`config.mk`:
```
export PLATFORM = sky130hd
export DESIGN_NAME = sum_accumulator_27b
export DESIGN_NICKNAME = d
export VERILOG_FILES = /design/src/rtl/sum_acc_pkg.sv /design/src/rtl/acc_add_stage.sv /design/src/rtl/full_adder_cell.sv /design/src/rtl/sum_accumulator_27b.sv
export SDC_FILE = /design/constraint.sdc
export NUM_CORES = 1
export LEC_CHECK = 0
export CAP_MARGIN = 20
export CELL_PAD_IN_SITES_DETAIL_PLACEMENT = 2
export CELL_PAD_IN_SITES_GLOBAL_PLACEMENT = 2
export CORE_ASPECT_RATIO = 0.5
export CORE_UTILIZATION = 33
export CTS_CLUSTER_SIZE = 25
export DETAILED_ROUTE_END_ITERATION = 12
export PLACE_DENSITY = 0.89
export REMOVE_ABC_BUFFERS = 1
export SKIP_LAST_GASP = 1
export SYNTH_ARGS = -nofsm -noshare
export SYNTH_HDL_FRONTEND = slang
export SYNTH_SLANG_ARGS = --single-unit
```
`constraint.sdc`:
```
create_clock -name i_clk -period 21 [get_ports i_clk]
set_input_delay 5.25 -clock i_clk [delete_from_list [all_inputs] [get_ports i_clk]]
set_output_delay 5.25 -clock i_clk [all_outputs]
set_load 0.005 [all_outputs]
```
`src/rtl/sum_acc_pkg.sv`:
```
// rtl/sum_acc_pkg.sv - shared FSM encodings and default widths for sum_accumulator_27b
package sum_acc_pkg;
    localparam int DEF_IN_W  = 27;
    localparam int DEF_ACC_W = 34;
    localparam int DEF_CNT_W = 8;

    localparam logic [1:0] IDLE  = 2'd0;
    localparam logic [1:0] ACCUM = 2'd1;
    localparam logic [1:0] HOLD  = 2'd2;
endpackage

```
`src/rtl/acc_add_stage.sv`:
```
// rtl/acc_add_stage.sv - ripple ACC_W-bit adder with carry-out; ACC_SATURATE_EN clamps to all-ones
module acc_add_stage #(
    parameter int ACC_W = 34
) (
    input  logic [ACC_W-1:0] i_a,
    input  logic [ACC_W-1:0] i_b,
    output logic [ACC_W-1:0] o_sum,
    output logic             o_carry
);
    logic [ACC_W:0]   w_c;
    logic [ACC_W-1:0] w_raw;

    assign w_c[0] = 1'b0;

    for (genvar gi = 0; gi < ACC_W; gi++) begin : g_bit
        full_adder_cell u_fa (
            .i_a  (i_a[gi]),
            .i_b  (i_b[gi]),
            .i_ci (w_c[gi]),
            .o_s  (w_raw[gi]),
            .o_co (w_c[gi+1])
        );
    end

    assign o_carry = w_c[ACC_W];

`ifdef ACC_SATURATE_EN
    // Once clamped, further adds carry again (or add zero), so the clamp persists.
    assign o_sum = w_c[ACC_W] ? {ACC_W{1'b1}} : w_raw;
`else
    assign o_sum = w_raw;
`endif
endmodule

```
`src/rtl/full_adder_cell.sv`:
```
// rtl/full_adder_cell.sv - 1-bit full-adder cell
module full_adder_cell (
    input  logic i_a,
    input  logic i_b,
    input  logic i_ci,
    output logic o_s,
    output logic o_co
);
    assign o_s  = i_a ^ i_b ^ i_ci;
    assign o_co = (i_a & i_b) | (i_ci & (i_a ^ i_b));
endmodule

```
`src/rtl/sum_accumulator_27b.sv`:
```
// rtl/sum_accumulator_27b.sv - block accumulator of adder sums with in/out handshakes (ACC_SATURATE_EN selects saturation)
module sum_accumulator_27b
    import sum_acc_pkg::*;
#(
    parameter int IN_W  = DEF_IN_W,
    parameter int ACC_W = DEF_ACC_W,
    parameter int CNT_W = DEF_CNT_W
) (
    input  logic             i_clk,
    input  logic             i_reset,
    input  logic [CNT_W-1:0] i_len,
    input  logic             i_in_valid,
    output logic             o_in_ready,
    input  logic [IN_W-1:0]  i_in_sum,
    output logic             o_out_valid,
    input  logic             i_out_ready,
    output logic [ACC_W-1:0] o_out_acc,
    output logic             o_out_ovf,
    output logic             o_busy
);
    logic [1:0]       r_state;
    logic [1:0]       w_state_nxt;
    logic [ACC_W-1:0] r_acc;
    logic             r_ovf;
    logic [CNT_W-1:0] r_rem;
    logic [ACC_W-1:0] r_out_acc;
    logic             r_out_ovf;

    logic             w_beat;
    logic [ACC_W-1:0] w_addend;
    logic [ACC_W-1:0] w_sum;
    logic             w_carry;
    logic [ACC_W-1:0] w_acc_nxt;
    logic             w_ovf_nxt;
    logic [CNT_W-1:0] w_rem_nxt;
    logic             w_done;

    assign w_beat = i_in_valid & o_in_ready;

    always_comb begin
        w_addend = '0;
        w_addend[IN_W-1:0] = i_in_sum;
    end

    acc_add_stage #(.ACC_W(ACC_W)) u_add (
        .i_a     (r_acc),
        .i_b     (w_addend),
        .o_sum   (w_sum),
        .o_carry (w_carry)
    );

    always_ff @(posedge i_clk) begin
        if (i_reset) r_state <= IDLE;
        else         r_state <= w_state_nxt;
    end

    always_comb begin
        w_state_nxt = r_state;
        case (r_state)
            IDLE:    if (w_beat) w_state_nxt = (i_len <= CNT_W'(1)) ? HOLD : ACCUM;
            ACCUM:   if (w_beat && r_rem == CNT_W'(1)) w_state_nxt = HOLD;
            HOLD:    if (i_out_ready) w_state_nxt = IDLE;
            default: w_state_nxt = IDLE;
        endcase
    end

    always_comb begin
        o_in_ready  = 1'b1;
        o_out_valid = 1'b0;
        o_busy      = 1'b0;
        case (r_state)
            ACCUM:   o_busy = 1'b1;
            HOLD: begin
                o_in_ready  = 1'b0;
                o_out_valid = 1'b1;
                o_busy      = 1'b1;
            end
            default: ;
        endcase
    end

    // Beats landing in an illegal state are swallowed; the FSM recovers to IDLE.
    always_comb begin
        w_acc_nxt = r_acc;
        w_ovf_nxt = r_ovf;
        w_rem_nxt = r_rem;
        if (w_beat) begin
            case (r_state)
                IDLE: begin
                    w_acc_nxt = w_addend;
                    w_ovf_nxt = 1'b0;
                    w_rem_nxt = (i_len == '0) ? '0 : i_len - CNT_W'(1);
                end
                ACCUM: begin
                    w_acc_nxt = w_sum;
                    w_ovf_nxt = r_ovf | w_carry;
                    w_rem_nxt = r_rem - CNT_W'(1);
                end
                default: ;
            endcase
        end
    end

    assign w_done = (r_state != HOLD) && (w_state_nxt == HOLD);

    // Result registers are separate so a new block never disturbs the last total.
    always_ff @(posedge i_clk) begin
        if (i_reset) begin
            r_acc     <= '0;
            r_ovf     <= 1'b0;
            r_rem     <= '0;
            r_out_acc <= '0;
            r_out_ovf <= 1'b0;
        end else begin
            r_acc <= w_acc_nxt;
            r_ovf <= w_ovf_nxt;
            r_rem <= w_rem_nxt;
            if (w_done) begin
                r_out_acc <= w_acc_nxt;
                r_out_ovf <= w_ovf_nxt;
            end
        end
    end

    assign o_out_acc = r_out_acc;
    assign o_out_ovf = r_out_ovf;
endmodule
```
==> flow_summary.toml <==
[critical_path]
cp.arrival_ns = 18.84
timing.rr.start = "r_acc[0]"
cp-end-kind = "flip-flop"
crit_type = "in2reg"
regToRegSetupSlack_ns = 7.47
cp_slowest_cell = "clkdlybuf4s50_1"
reg2reg_to = "o_out_acc[33]"
setup.worst_path.start = "i_in_sum[0]"
rr_worst_depth = 39
crit_end = "o_out_acc[33]"
cp_common_cell = "fa_1"
startpoint_type = "input pin"
worstPathRequired_ns = 21.22
slowest_delay_ns = 0.49
crit_fanout = 2

[sta]
maxSlewHeadroom = 0.414
fin_crit_ns = 18.62
hold_viol = 0
grt_setup_unrepaired = "false"
fin_tns_setup_ns = 0
worst_slack_ns = 2.38
finalClockSkew_ns = 0.00381
finalMaxSlewViolations = 0
worst_pin_slew_ns = 0.878
max_freq_ghz = 0.0537
fin_crit_sh = 0.887
finalSetupViolations = 0

[layout]
layout-drive-gt1-share = 0.108
fin_util = 0.437
num_antenna_cells = 0
nFillCells = 1368
synthToLayoutAreaGrowth_pct = 27.6
nets = 615

[clock_tree]
cts_resized = 0
clk_pin_slew_worst_paths_ns = 0.06
cts_post_setup_buffers_inserted = 0
cts_tree = "yes"
clk_path_buf_depth = 2
clock_sinks = 80
cts-root-buf = "clkbuf_16"
clock_latency_ns = 0.33
numCtsBuffers = 9
ctsHoldBuffers = 0
htreeDepth = 3

[yosys]
yosysWarnings = 0
synth.most_common_cell = "dfxtp_1"
synth_area_per_cell_sq_um = 9.45
syn_area_sq_um = 4400
synthFlopType = "dfxtp_1"
synth_cell_types = 44
synth.top_cell.area_share = 0.364
synth_top_area_cell = "dfxtp_1"
synth_cells = 466
synth_seq_cells = 80
async_flop_share = 0
synth-edff-count = 0
synth_common_cells = "80 x dfxtp_1, 60 x inv_1, 39 x a21oi_1"
netlist_top_cells_area = "dfxtp_1 36%, fa_1 12%, mux2_2 9.0%, nor2b_1 5.4%, a2bb2oi_1 5.2%"
yosysSeqAreaShare = 0.364

[floorplanning]
rows = 29
dieArea_sq_um = 13800
num_io_pins = 77
die_w_um = 165
start_util = 0.343
die_h_um = 83.7
coreArea_sq_um = 12800

[drt]
dr_total_vias = 3558
drc = 8
ant_nets = 0
dr.pass1.iters = 8
drt-total-wl_um = 13100
drt_iter0_drc = 89
wl_per_cell_um = 18.6
viasPerCell = 5.05

[job]
cap_violations = 0

[grt]
grt_max_degree = 81
grt_pass1_vias = 4115
grt_pass1_wl_um = 21300
grtUsageTotal = 0.201
antenna_found_initial = 0
gr-total-overflow = 0

[power_and_ir_drop]
leakage_uw = 0.00221
irDropWorstVdd_v = 0.0000371
power_uw = 407
power.density_nw_per_um2 = 72.4

[placed_design]
portBuffers = 76
dp_hpwl_um = 8980
gp_congestion = 0.807
pre_cts_slack_ns = 2.07

[status]
violations = "design-rule violations"
outcome = "finished with violations"

[worst_hold_path]
hp-class = "reg2reg"
## power breakdown
group          internal (uW)  switching [uW]
logic                   39.1            46.4
registers                160            5.63
clock network           96.0            60.1
## worst min path at each step
stage               from         to  slack (ns)  depth (start not counted)
6_report       r_acc[22]  r_acc[22]        0.48                          2
2_1_floorplan  r_acc[10]  r_acc[10]        0.44                          2
5_1_grt        r_acc[23]  r_acc[23]        0.51                          2
3_3_place_gp   r_acc[22]  r_acc[22]        0.46                          2
4_1_cts        r_acc[23]  r_acc[23]        0.49                          2
3_5_place_dp   r_acc[23]  r_acc[23]        0.48                          2
## kinds of logic (layout without fill, tap and decap cells)
kind of cell               count (synthesis)  after routing  synth area share
and+or+nand+nor                          124            124             0.151
buffers and inverters                     84            153            0.0767
adders and majority gates                 42             42             0.164
AOI/OAI and AO/OA                         96             96             0.145
muxes                                     37             37            0.0944
xor gates and xnor gates                   3              3           0.00597
DFF                                       80             80             0.364
## registers in the layout (all words and copies together), names as in the netlist
name and count:
r_state 2, r_ovf 1, o_out_ovf 1, r_acc 34, o_out_acc 34, r_rem 8
## worst max-delay path, delay by kind of cell
family                     cells  cell delay (ns)
and+or+nand+nor                1             0.07
buffers and inverters          3             0.63
muxes                          1             0.29
adders and majority gates     34            12.37
AOI/OAI and AO/OA              1             0.20
## area by class of cell
type | count | area (sq um) | area share
clock buffer | 11 | 253 | 0.0450
clock inverter | 1 | 30.0 | 0.00535
inverter | 60 | 225 | 0.0401
multi-input combinational | 302 | 2470 | 0.440
sequential | 80 | 1600 | 0.285
tap | 170 | 213 | 0.0379
timing repair buffer | 81 | 826 | 0.147
## per-stage QoR
| step | cell area, sq um | hold WS [ns] | cells |
|---|---|---|---|
| 2_1_floorplan | 4290 | 0.443 | 442 |
| 4_1_cts | 5570 | 0.490 | 703 |
| 5_1_grt | 5620 | 0.514 | 705 |
| 3_3_place_gp | 5290 | 0.459 | 691 |
| 3_5_place_dp | 5290 | 0.481 | 691 |
| 6_report | 5620 | 0.484 | 705 |
## layer usage
layer,up-vias,wire length (um),global-route usage
li1,1688,-,-
met1,1805,5640,0.233
met2,48,6990,0.373
met3,17,251,0.0313
met4,0,256,0.0694
met5,-,0,0
## placed cells by master, fill, tap and decap left out, types with 3 or more instances in the layout
cell,instances
a2bb2oi_1,26
ha_1,16
xnor2_1,3
fa_1,26
clkdlybuf4s50_1,75
nand2_1,37
nor2b_1,38
o21ai_0,8
inv_1,60
buf_4,3
clkbuf_16,9
dfxtp_1,80
nor3_1,8
nor3b_1,4
o22ai_1,3
a21oi_1,39
a22oi_1,9
mux2_2,35
nor2_1,19
Power figures use the tool's default switching activity.
